## src/rtl/vga_term_pkg.sv

```systemverilog
// Shared constants, control codes, FSM state type and the cell address helper for vga_term_writer.
// All widths are explicit so that cursor and word arithmetic stays exact.
package vga_term_pkg;

  localparam logic [6:0]  COLS           = 7'd80;
  localparam logic [6:0]  LAST_COL       = COLS - 7'd1;
  localparam logic [4:0]  FIRST_ROW      = 5'd1;
  localparam logic [4:0]  LAST_ROW       = 5'd24;
  localparam logic [9:0]  ROW_WORDS      = 10'd40;
  localparam logic [9:0]  TXT_FIRST_WORD = 10'd40;
  localparam logic [9:0]  TXT_LAST_WORD  = 10'd999;
  localparam logic [9:0]  SCR_LAST_WORD  = TXT_LAST_WORD - ROW_WORDS;
  localparam logic [15:0] BLANK          = 16'h2020;

  localparam logic [7:0] CC_CR = 8'h0D;
  localparam logic [7:0] CC_LF = 8'h0A;
  localparam logic [7:0] CC_BS = 8'h08;
  localparam logic [7:0] CC_FF = 8'h0C;

  typedef enum logic [2:0] {
    ST_IDLE,
    ST_PUT,
    ST_SCR_RD,
    ST_SCR_WR,
    ST_CLR,
    ST_GAP
  } state_t;

  // row*80 + col, built from shifts: row*64 + row*16 + col
  function automatic logic [10:0] cell_adr(input logic [4:0] row, input logic [6:0] col);
    return {row, 6'b0} + {2'b0, row, 4'b0} + {4'b0, col};
  endfunction

endpackage

```

## src/rtl/vga_term_wbm.sv

```systemverilog
// Single Wishbone transaction engine: registered cyc/stb, held until ack, then one forced idle cycle.
// Latency: start sampled at edge A, ack sampled at A+1 against a 1-cycle slave; start is ignored unless idle.
module vga_term_wbm
  import vga_term_pkg::*;
#(
  parameter logic [15:0] VRAM_BASE = 16'h0000
) (
  input  logic        wb_clk_i,
  input  logic        wb_rst_i,
  input  logic        start,
  input  logic        we,
  input  logic [9:0]  word,
  input  logic        odd,
  input  logic [15:0] dat,
  input  logic [1:0]  sel,
  output logic        done,
  output logic        idle,
  output logic [15:0] rdata,
  output logic [15:0] wb_adr_o,
  output logic [15:0] wb_dat_o,
  input  logic [15:0] wb_dat_i,
  output logic        wb_cyc_o,
  output logic        wb_stb_o,
  output logic        wb_we_o,
  output logic [1:0]  wb_sel_o,
  input  logic        wb_ack_i
);

  logic cyc;
  logic gap;

  assign done     = cyc & wb_ack_i;
  assign idle     = ~cyc & ~gap;
  assign wb_cyc_o = cyc;
  assign wb_stb_o = cyc;

  always_ff @(posedge wb_clk_i or posedge wb_rst_i) begin
    if (wb_rst_i) begin
      cyc      <= 1'b0;
      gap      <= 1'b0;
      wb_we_o  <= 1'b0;
      wb_sel_o <= 2'b00;
      wb_adr_o <= 16'h0000;
      wb_dat_o <= 16'h0000;
    end else begin
      gap <= done;
      if (done) begin
        cyc <= 1'b0;
      end else if (start && idle) begin
        cyc      <= 1'b1;
        wb_we_o  <= we;
        wb_sel_o <= sel;
        wb_adr_o <= VRAM_BASE + {5'd0, word, odd};
        wb_dat_o <= dat;
      end
    end
  end

`ifdef VGA_TERM_SCROLL_EN
  always_ff @(posedge wb_clk_i or posedge wb_rst_i) begin
    if (wb_rst_i) begin
      rdata <= 16'h0000;
    end else if (done && !wb_we_o) begin
      rdata <= wb_dat_i;
    end
  end
`else
  logic unused_dat;
  assign unused_dat = ^wb_dat_i;
  assign rdata      = 16'h0000;
`endif

endmodule

```

## src/rtl/vga_term_writer.sv

```systemverilog
// Character stream to 80x25 text buffer writer: cursor, CR/LF/BS/FF, scroll or row-1 wrap (VGA_TERM_SCROLL_EN).
// Latency: printable 3 cycles, CR/BS/LF 1 cycle; ch_ready is low for the whole of any bus sequence.
module vga_term_writer
  import vga_term_pkg::*;
#(
  parameter logic [15:0] VRAM_BASE = 16'h0000
) (
  input  logic        wb_clk_i,
  input  logic        wb_rst_i,
  input  logic [7:0]  ch_data,
  input  logic        ch_valid,
  output logic        ch_ready,
  output logic [15:0] wb_adr_o,
  output logic [15:0] wb_dat_o,
  input  logic [15:0] wb_dat_i,
  output logic        wb_cyc_o,
  output logic        wb_stb_o,
  output logic        wb_we_o,
  output logic [1:0]  wb_sel_o,
  input  logic        wb_ack_i,
  output logic [10:0] cursor,
  output logic        busy
);

  // What happens when the row advances past the last text row
`ifdef VGA_TERM_SCROLL_EN
  localparam state_t      OVF_STATE   = ST_SCR_RD;
  localparam logic [4:0]  OVF_ROW     = LAST_ROW;
  localparam logic [9:0]  OVF_CLR_END = TXT_LAST_WORD;
`else
  localparam state_t      OVF_STATE   = ST_CLR;
  localparam logic [4:0]  OVF_ROW     = FIRST_ROW;
  localparam logic [9:0]  OVF_CLR_END = TXT_FIRST_WORD + ROW_WORDS - 10'd1;
`endif

  state_t      state, state_nx, after, after_nx;
  logic [4:0]  crow, nrow, nrow_nx;
  logic [6:0]  ccol, ncol, ncol_nx;
  logic [9:0]  widx, widx_nx, clr_end, clr_end_nx;
  logic        ovf, ovf_nx;
  logic [7:0]  ch, ch_nx;

  logic        start, we, odd, done, idle;
  logic [9:0]  word;
  logic [15:0] dat, rdata;
  logic [1:0]  sel;

  assign cursor   = cell_adr(crow, ccol);
  assign ch_ready = (state == ST_IDLE);
  assign busy     = ~ch_ready;

  always_comb begin
    state_nx   = state;
    after_nx   = after;
    nrow_nx    = nrow;
    ncol_nx    = ncol;
    widx_nx    = widx;
    clr_end_nx = clr_end;
    ovf_nx     = ovf;
    ch_nx      = ch;
    start      = 1'b0;
    we         = 1'b1;
    word       = widx;
    odd        = 1'b0;
    dat        = BLANK;
    sel        = 2'b11;

    case (state)
      ST_IDLE: begin
        if (ch_valid) begin
          ch_nx   = ch_data;
          nrow_nx = crow;
          ncol_nx = ccol;
          ovf_nx  = 1'b0;
          after_nx = ST_IDLE;
          case (ch_data)
            CC_CR: begin
              ncol_nx  = 7'd0;
              state_nx = ST_GAP;
            end
            CC_BS: begin
              if (ccol != 7'd0) ncol_nx = ccol - 7'd1;
              state_nx = ST_GAP;
            end
            CC_LF: begin
              if (crow < LAST_ROW) begin
                nrow_nx  = crow + 5'd1;
                state_nx = ST_GAP;
              end else begin
                nrow_nx    = OVF_ROW;
                widx_nx    = TXT_FIRST_WORD;
                clr_end_nx = OVF_CLR_END;
                state_nx   = OVF_STATE;
              end
            end
            CC_FF: begin
              nrow_nx    = FIRST_ROW;
              ncol_nx    = 7'd0;
              widx_nx    = TXT_FIRST_WORD;
              clr_end_nx = TXT_LAST_WORD;
              state_nx   = ST_CLR;
            end
            default: begin
              state_nx = ST_PUT;
              if (ccol == LAST_COL) begin
                ncol_nx = 7'd0;
                if (crow < LAST_ROW) begin
                  nrow_nx = crow + 5'd1;
                end else begin
                  nrow_nx = OVF_ROW;
                  ovf_nx  = 1'b1;
                end
              end else begin
                ncol_nx = ccol + 7'd1;
              end
            end
          endcase
        end
      end

      ST_PUT: begin
        start = idle;
        word  = cursor[10:1];
        odd   = cursor[0];
        dat   = {ch, ch};
        sel   = cursor[0] ? 2'b10 : 2'b01;
        if (done) begin
          state_nx   = ST_GAP;
          after_nx   = ovf ? OVF_STATE : ST_IDLE;
          widx_nx    = TXT_FIRST_WORD;
          clr_end_nx = OVF_CLR_END;
        end
      end

`ifdef VGA_TERM_SCROLL_EN
      ST_SCR_RD: begin
        start = idle;
        we    = 1'b0;
        word  = widx + ROW_WORDS;
        if (done) begin
          state_nx = ST_GAP;
          after_nx = ST_SCR_WR;
        end
      end

      ST_SCR_WR: begin
        start = idle;
        dat   = rdata;
        if (done) begin
          state_nx = ST_GAP;
          after_nx = (widx == SCR_LAST_WORD) ? ST_CLR : ST_SCR_RD;
          widx_nx  = widx + 10'd1;
        end
      end
`endif

      ST_CLR: begin
        start = idle;
        if (done) begin
          state_nx = ST_GAP;
          after_nx = (widx == clr_end) ? ST_IDLE : ST_CLR;
          widx_nx  = widx + 10'd1;
        end
      end

      ST_GAP: state_nx = after;

      default: state_nx = ST_CLR;
    endcase
  end

  always_ff @(posedge wb_clk_i or posedge wb_rst_i) begin
    if (wb_rst_i) begin
      state   <= ST_CLR;
      after   <= ST_IDLE;
      crow    <= FIRST_ROW;
      ccol    <= 7'd0;
      nrow    <= FIRST_ROW;
      ncol    <= 7'd0;
      widx    <= TXT_FIRST_WORD;
      clr_end <= TXT_LAST_WORD;
      ovf     <= 1'b0;
      ch      <= 8'h00;
    end else begin
      state   <= state_nx;
      after   <= after_nx;
      nrow    <= nrow_nx;
      ncol    <= ncol_nx;
      widx    <= widx_nx;
      clr_end <= clr_end_nx;
      ovf     <= ovf_nx;
      ch      <= ch_nx;
      // The visible cursor moves only as the FSM re-enters IDLE
      if (state == ST_GAP && after == ST_IDLE) begin
        crow <= nrow;
        ccol <= ncol;
      end
    end
  end

`ifndef VGA_TERM_SCROLL_EN
  logic unused_rdata;
  assign unused_rdata = ^rdata;
`endif

  vga_term_wbm #(.VRAM_BASE(VRAM_BASE)) u_wbm (
    .wb_clk_i (wb_clk_i),
    .wb_rst_i (wb_rst_i),
    .start    (start),
    .we       (we),
    .word     (word),
    .odd      (odd),
    .dat      (dat),
    .sel      (sel),
    .done     (done),
    .idle     (idle),
    .rdata    (rdata),
    .wb_adr_o (wb_adr_o),
    .wb_dat_o (wb_dat_o),
    .wb_dat_i (wb_dat_i),
    .wb_cyc_o (wb_cyc_o),
    .wb_stb_o (wb_stb_o),
    .wb_we_o  (wb_we_o),
    .wb_sel_o (wb_sel_o),
    .wb_ack_i (wb_ack_i)
  );

endmodule

```

## config.mk

```make
export PLATFORM = sky130hd
export DESIGN_NAME = vga_term_writer
export DESIGN_NICKNAME = d
export VERILOG_FILES = /design/src/rtl/vga_term_pkg.sv /design/src/rtl/vga_term_wbm.sv /design/src/rtl/vga_term_writer.sv
export SDC_FILE = /design/constraint.sdc
export NUM_CORES = 1
export LEC_CHECK = 0
export BUFFER_PORTS_ARGS = -buffer_cell sky130_fd_sc_hd__clkbuf_2
export CAP_MARGIN = 20
export CORE_MARGIN = 8
export CORE_UTILIZATION = 56
export DETAILED_ROUTE_END_ITERATION = 16
export GPL_ROUTABILITY_DRIVEN = 1
export PLACE_DENSITY = 0.83
export SLEW_MARGIN = 20
export SYNTH_ARGS = -nofsm -noshare
export SYNTH_HDL_FRONTEND = slang
export SYNTH_SLANG_ARGS = --single-unit
```

## constraint.sdc

```tcl
create_clock -name wb_clk_i -period 3.5 [get_ports wb_clk_i]
set_input_delay 0.7 -clock wb_clk_i [delete_from_list [all_inputs] [get_ports wb_clk_i]]
set_output_delay 0.7 -clock wb_clk_i [all_outputs]
set_load 0.01 [all_outputs]
```

==> results of run 1 <==
per-stage QoR:
step | worst slack [ns] | hold WS, ns | cell area [um^2] | total power [mW] | cells
6_report | 0.07681 | 0.4718 | 4706 | 3.837 | 600
5_1_grt | -0.03751 | 0.5009 | 4706 | 4.114 | 600
4_1_cts | 0.02668 | 0.4745 | 4691 | 3.841 | 600
3_5_place_dp | 0.2757 | 0.4524 | 4409 | 2.951 | 583
3_3_place_gp | 0.4115 | 0.4476 | 4409 | 2.881 | 583
2_1_floorplan | 0.6104 | 0.4442 | 4192 | 2.547 | 463
final cells by class:
cell class	count	area [um^2]
Clock buffer	9	123.9
Timing Repair Buffer	62	325.3
Inverter	18	67.56
Tap cell	99	123.9
Clock inverter	7	142.6
Fill cell	595	2547
Sequential cell	72	1809
Multi-Input combinational cell	333	2113
layer usage:
layer / track usage, % / vias to the layer above
met5: 0 / -
met4: 9.142 / 0
met3: 4.700 / 22
met2: 34.88 / 173
met1: 25.96 / 1738
li1: - / 1654
where the power goes:
| group | leakage (nW) | internal [mW] | switching (mW) |
|---|---|---|---|
| registers | 0.903 | 1.12 | 0.287 |
| logic | 1.25 | 0.596 | 0.956 |
| clock network | 0.134 | 0.548 | 0.331 |
| total | 2.28 | 2.26 | 1.57 |
registers in the layout, indices dropped and copies added, names as in the netlist, 5 cells and up:
register,cells
ccol,7
ch,8
crow,5
ncol,7
nrow,5
u_wbm.wb_adr_o,11
u_wbm.wb_dat_o,8
widx,10
worst min path at each step:
stage	start	endpoint	slack [ns]
2_1_floorplan	ovf	ovf	0.44
3_3_place_gp	u_wbm.wb_we_o	u_wbm.wb_we_o	0.45
3_5_place_dp	u_wbm.wb_we_o	u_wbm.wb_we_o	0.45
4_1_cts	u_wbm.wb_we_o	u_wbm.wb_we_o	0.47
5_1_grt	u_wbm.wb_we_o	u_wbm.wb_we_o	0.50
6_report	u_wbm.wb_we_o	u_wbm.wb_we_o	0.47
cell usage after synthesis, types with 2 or more instances:
cell type / n / share of area [%]
o211ai_1: 2 / 0.36
and2_1: 3 / 0.45
inv_1: 18 / 1.6
xnor2_1: 6 / 1.3
and3_1: 6 / 0.90
nor3_1: 7 / 0.84
buf_1: 3 / 0.27
fa_1: 2 / 0.96
a31oi_1: 3 / 0.45
dfstp_2: 6 / 3.8
a22o_1: 3 / 0.63
a221oi_1: 2 / 0.42
nand2b_1: 7 / 1.0
dfrtp_1: 66 / 40
clkbuf_1: 15 / 1.3
xor2_1: 3 / 0.63
nor3_2: 2 / 0.48
o21a_1: 5 / 0.90
o21bai_1: 2 / 0.36
a21o_1: 6 / 1.1
a32oi_1: 2 / 0.42
mux2i_1: 8 / 1.9
nand2_1: 86 / 7.7
o22ai_1: 2 / 0.30
o31ai_1: 2 / 0.36
ha_1: 18 / 5.4
o22a_1: 2 / 0.42
a211oi_1: 5 / 0.90
o21ai_0: 33 / 4.0
buf_2: 3 / 0.36
nor2b_1: 2 / 0.30
nand3_1: 27 / 3.2
mux2_2: 13 / 3.5
nor2_1: 24 / 2.2
o41ai_1: 2 / 0.42
buf_4: 18 / 3.2
a21oi_1: 19 / 2.3
worst max-delay path, cell delays in order (launching register included):
cell	delay (ns)
dfstp_2	0.55
inv_1	0.07
fa_1	0.55
inv_1	0.08
ha_1	0.34
a211oi_2	0.18
o21bai_1	0.12
a21oi_2	0.15
xnor2_1	0.15
buf_2	0.17
cells by family after synthesis:
family | count (synthesis) | share of synthesized area (%)
mux | 21 | 5.422
xor+xnor | 9 | 1.887
flops | 72 | 43.32
buf+inv | 58 | 7.100
other cells | 1 | 0.08979
compound gates | 102 | 15.97
simple gates | 176 | 19.86
fa+ha+maj | 20 | 6.351
timing repair:
item | CTS | global route
endpoints found under the hold margin | 0 | 0
gates resized for setup | 2 | 5
pin swaps | 1 | 1
setup buffers | 1 | 0
setup endpoints to repair | 2 | 2
==> run_results.csv, run 1 <==
group,metric,value,unit
status,run_status,"finished, final reports clean",
logic_synthesis,ys_seq_elements,72,
worst_hold_path,hold_depth,1,
global_routing,antenna_found_initial,0,
routing,drt-initial-drc-count,351,
power_and_ir_drop,vdd_ir_drop_max,301.2,uV
die,initial_core_util,57.58,%
logic_synthesis,synth.avg_cell_area,9.099,um^2
global_routing,grt_pass1_wl,17280,um
worst_setup_path,r2r_cells,9,
worst_setup_path,critPathKind,"flip-flop to output port",
clocking,clk_path_buf_depth,2,
die,core,7253,um^2
worst_setup_path,arrival,2.72,ns
layout,layout-drive-gt1-share,22.55,%
routing,detail-route-antenna-nets,0,
timing,rsz0062_at_grt,"yes",
clocking,cts_root_buffer,"clkbuf_8",
routing,vias,3587,
die,die_w,102.4,um
worst_setup_path,rrSetupSlack,1.00,ns
timing,relSlewSlack,41.30,%
logic_synthesis,synth_area,4177,um^2
place,hpwlAfterDp,7127,um
timing,final.setup_skew,0.004672,ns
timing,worst_slew_pin_slew,0.8805,ns
clocking,tritoncts.num_buffers,9,
routing,drt_wl_total,10350,um
timing,post-route-min-period,3.423,ns
layout,nets,544,
logic_synthesis,synth_edf_count,0,
logic_synthesis,synth_ff_type,"dfrtp_1",
layout,mostFrequentLayoutCells,"nand2_1 (86), dfrtp_1 (66), clkbuf_2 (54)",
worst_hold_path,hold_path_class,"flip-flop to flip-flop",
routing,routed_via_density,5.978,
die,die_h,102.4,um
routing,drc,0,
power_and_ir_drop,leakage,2.284,nW
routing,wl_met2,5263,um
clocking,clk_pin_slew,0.08,ns
clocking,hold_buffers,0,
place,place.gp.congestion,0.8752,
worst_setup_path,r2r_start,"crow[0]",
layout,n_antenna_cell,0,
worst_setup_path,crit_fanout,2,
worst_setup_path,start_kind,"flip-flop",
global_routing,grt_start_max_net_pins,73,
logic_synthesis,ys_seq_area_share,43.32,%
timing,finalMaxSlewViolations,0,
timing,fmax,292.1,MHz
die,num_rows,31,
timing,min_period_over_period,97.81,%
global_routing,grt_use_total,21.16,%
worst_setup_path,r2r-end,"u_wbm.wb_adr_o[9]",
logic_synthesis,synthCells,459,
die,ios,78,
logic_synthesis,ys_types,63,
worst_setup_path,crit_required,2.80,ns
worst_setup_path,end_kind,"output port",
logic_synthesis,async_flop_share,100.0,%
layout,final_common_cell,"nand2_1",
clocking,htreeDepth,3,
clocking,clk_latency,0.35,ns
routing,routed.top_layer,"met4",
global_routing,grt_overflow,0,
worst_setup_path,crit_end,"cursor[10]",
clocking,cts_tree,"done",
timing,finalSetupViolations,0,
routing,dr_wl_met3,785,um
timing,hold_viol,0,
power_and_ir_drop,p_per_area,815.4,nW/um^2
timing,setup_tns,0,ns
routing,wl_per_cell,17.25,um
die,dieArea,10480,um^2
clocking,cts.sinks,72,
place,port-buffer-count,56,
worst_setup_path,critPathLaunch,"crow[0]",
routing,drtPass1Iterations,5,
routing,met1Wirelength,4059,um
flow_run,cap_violations,0,
logic_synthesis,synth_warnings,0,
global_routing,grt_pass1_vias,3485,
layout,final_core_util,64.88,%
layout,area_growth,12.67,%
(Power assumes the default switching activity.)
==> run 2, diff against run 1 <==
--- a/config.mk
+++ b/config.mk
@@ -8,11 +8,13 @@
 export BUFFER_PORTS_ARGS = -buffer_cell sky130_fd_sc_hd__clkbuf_2
 export CAP_MARGIN = 20
 export CORE_MARGIN = 8
-export CORE_UTILIZATION = 56
+export CORE_UTILIZATION = 57
 export DETAILED_ROUTE_END_ITERATION = 16
 export GPL_ROUTABILITY_DRIVEN = 1
+export MAX_ROUTING_LAYER = met4
 export PLACE_DENSITY = 0.83
 export SLEW_MARGIN = 20
 export SYNTH_ARGS = -nofsm -noshare
 export SYNTH_HDL_FRONTEND = slang
+export SYNTH_HIERARCHICAL = 1
 export SYNTH_SLANG_ARGS = --single-unit
==> run 2 against run 1 <==
Against the previous run:
- setup slack gained 0.0017 ns
- first-iteration DRC count shrank 40%
- cell count grew 4.3%
- die area grew 9.5%
- highest routed layer unchanged
- critical path type unchanged
- global-route usage grew 0.22 points
- critical path depth is the same
- sequential power grew 3%
- clock power shrank 9.2%
==> run_results.csv, run 2 <==
group,metric,value,unit
routing,drt-initial-drc-count,209,
layout,nets,565,
global_routing,grt_pass1_vias,3797,
timing,finalSetupViolations,0,
routing,vias,3746,
worst_setup_path,slowest_stage,"dfstp_2",
clocking,cts.sinks,80,
worst_setup_path,path_cells,"inv_1 > fa_1 > inv_1 > ha_1 > a211oi_2 > o21bai_1 > a21oi_1 > xnor2_1 > buf_2",
routing,wl_per_cell,18.51,um
worst_setup_path,arrival,2.72,ns
layout,top_regs,"u_wbm/wb_dat_o (16), u_wbm/wb_adr_o (11), widx (10)",
worst_setup_path,path_common_cell,"inv_1",
timing,rsz0062_at_grt,"yes",
logic_synthesis,synth_area,4731,um^2
layout,n_antenna_cell,0,
routing,routed_via_density,5.984,
layout,layout-drive-gt1-share,29.75,%
power_and_ir_drop,leakage,2.491,nW
clocking,tritoncts.num_buffers,9,
layout,mostFrequentLayoutCells,"dfrtp_1 (72), clkbuf_2 (54), nand2_1 (50)",
worst_hold_path,hold_path_class,"input pin to async pin",
timing,fmax,292.3,MHz
clocking,cts_tree,"done",
global_routing,antenna_found_initial,0,
worst_setup_path,slowest_delay,0.54,ns
place,port-buffer-count,56,
routing,drtPass1Iterations,5,
worst_setup_path,crit_required,2.80,ns
place,place.gp.congestion,0.9739,
place,hpwlAfterDp,8458,um
die,dieArea,11470,um^2
worst_setup_path,start_kind,"flip-flop",
worst_setup_path,crit_fanout,2,
global_routing,grt_start_max_net_pins,37,
timing,min_period_over_period,97.76,%
routing,drc,0,
layout,fillers,644,
timing,post-route-min-period,3.421,ns
worst_setup_path,end_kind,"output port",
die,die_w,107.1,um
power_and_ir_drop,p_per_area,748.6,nW/um^2
clocking,clk_latency,0.36,ns
clocking,clk_path_buf_depth,2,
logic_synthesis,synthCells,469,
status,run_status,"finished, final reports clean",
clocking,clk_pin_slew,0.10,ns
flow_run,cap_violations,0,
layout,final_common_cell,"dfrtp_1",
routing,detail-route-antenna-nets,0,
logic_synthesis,synth.avg_cell_area,10.09,um^2
die,initial_core_util,58.16,%
place,place_area,5014,um^2
timing,worst_slew_pin_slew,0.7606,ns
die,ios,78,
layout,largest_register_ffs,16,
global_routing,grt_overflow,0,
power_and_ir_drop,vdd_ir_drop_max,423.8,uV
logic_synthesis,synth_warnings,6,
timing,setup_tns,0,ns
layout,top_register,"u_wbm/wb_dat_o",
layout,area_growth,11.27,%
timing,fin_worst_hold_slack,0.3565,ns
layout,fin_area,5264,um^2
die,num_rows,33,
worst_setup_path,critPathKind,"flip-flop to output port",
die,die_h,107.1,um
global_routing,grt_pass1_wl,19110,um
timing,final.setup_skew,0.01175,ns
routing,drt_wl_total,11590,um
clocking,htreeDepth,3,
timing,relSlewSlack,48.98,%
die,core,8134,um^2
global_routing,grt_use_total,21.38,%
clocking,cts_root_buffer,"clkbuf_8",
timing,finalMaxSlewViolations,0,
timing,hold_viol,0,
[run 2: critical path: cells and delay by family (launching register included)]
kind,cells,cell delay [ns]
XOR/XNOR,1,0.17
adder cells (fa/ha/maj),2,0.85
AO/OA/AOI/OAI,3,0.49
flip-flops,1,0.54
buffers and inverters,3,0.30
[run 2: timing repair]
action	4_1_cts	5_1_grt
hold buffers	0	0
gates resized for setup	0	6
setup endpoints to repair	2	2
buffers inserted	1	0
[run 2: cell type report]
type,count,area [um^2],share of cell area [%]
Inverter,23,86.33,1.640
Clock buffer,9,123.9,2.353
Multi-Input combinational cell,338,2461,46.76
Timing Repair Buffer,64,340.3,6.465
Tap cell,105,131.4,2.496
Clock inverter,7,108.9,2.068
Sequential cell,80,2012,38.22
[run 2: worst paths after layout]
kind                           from                 end  slack [ns]  depth (start not counted)
max                         crow[0]          cursor[10]        0.08                          9
min                        wb_rst_i               ch[3]        0.36                          2
max reg2reg                 crow[0]  u_wbm/wb_adr_o[10]        0.71                         10
min reg2reg                   ch[7]               ch[7]        0.47                          2
max in group asynchronous  wb_rst_i             crow[0]        2.30                          3
min in group wb_clk_i         ch[7]               ch[7]        0.47                          2
[run 2: stage by stage]
| step | cells | util [%] | power, mW | worst slack (ns) |
|---|---|---|---|---|
| after global routing | 626 | 64.71 | 4.193 | -0.03688 |
| after global placement | 609 | 61.64 | 3.069 | 0.3923 |
| after detailed placement | 609 | 61.64 | 3.150 | 0.3421 |
| after CTS | 626 | 64.59 | 3.962 | 0.04120 |
| final | 626 | 64.71 | 3.941 | 0.07853 |
| after floorplan | 473 | - | 2.700 | 0.6015 |
[run 2: layer usage]
layer	GRT usage (%)	up-vias	share of wire (%)
li1	-	1758	-
met1	25.70	1854	43
met2	35.44	111	51
met3	3.719	23	4.8
met4	7.337	0	1.9
met5	-	-	0
[run 2: power by group]
| part | internal (mW) | total [mW] | switching [mW] |
|---|---|---|---|
| Combinational | 0.741 | 1.69 | 0.951 |
| Clock | 0.419 | 0.798 | 0.379 |
| Sequential | 1.21 | 1.45 | 0.242 |
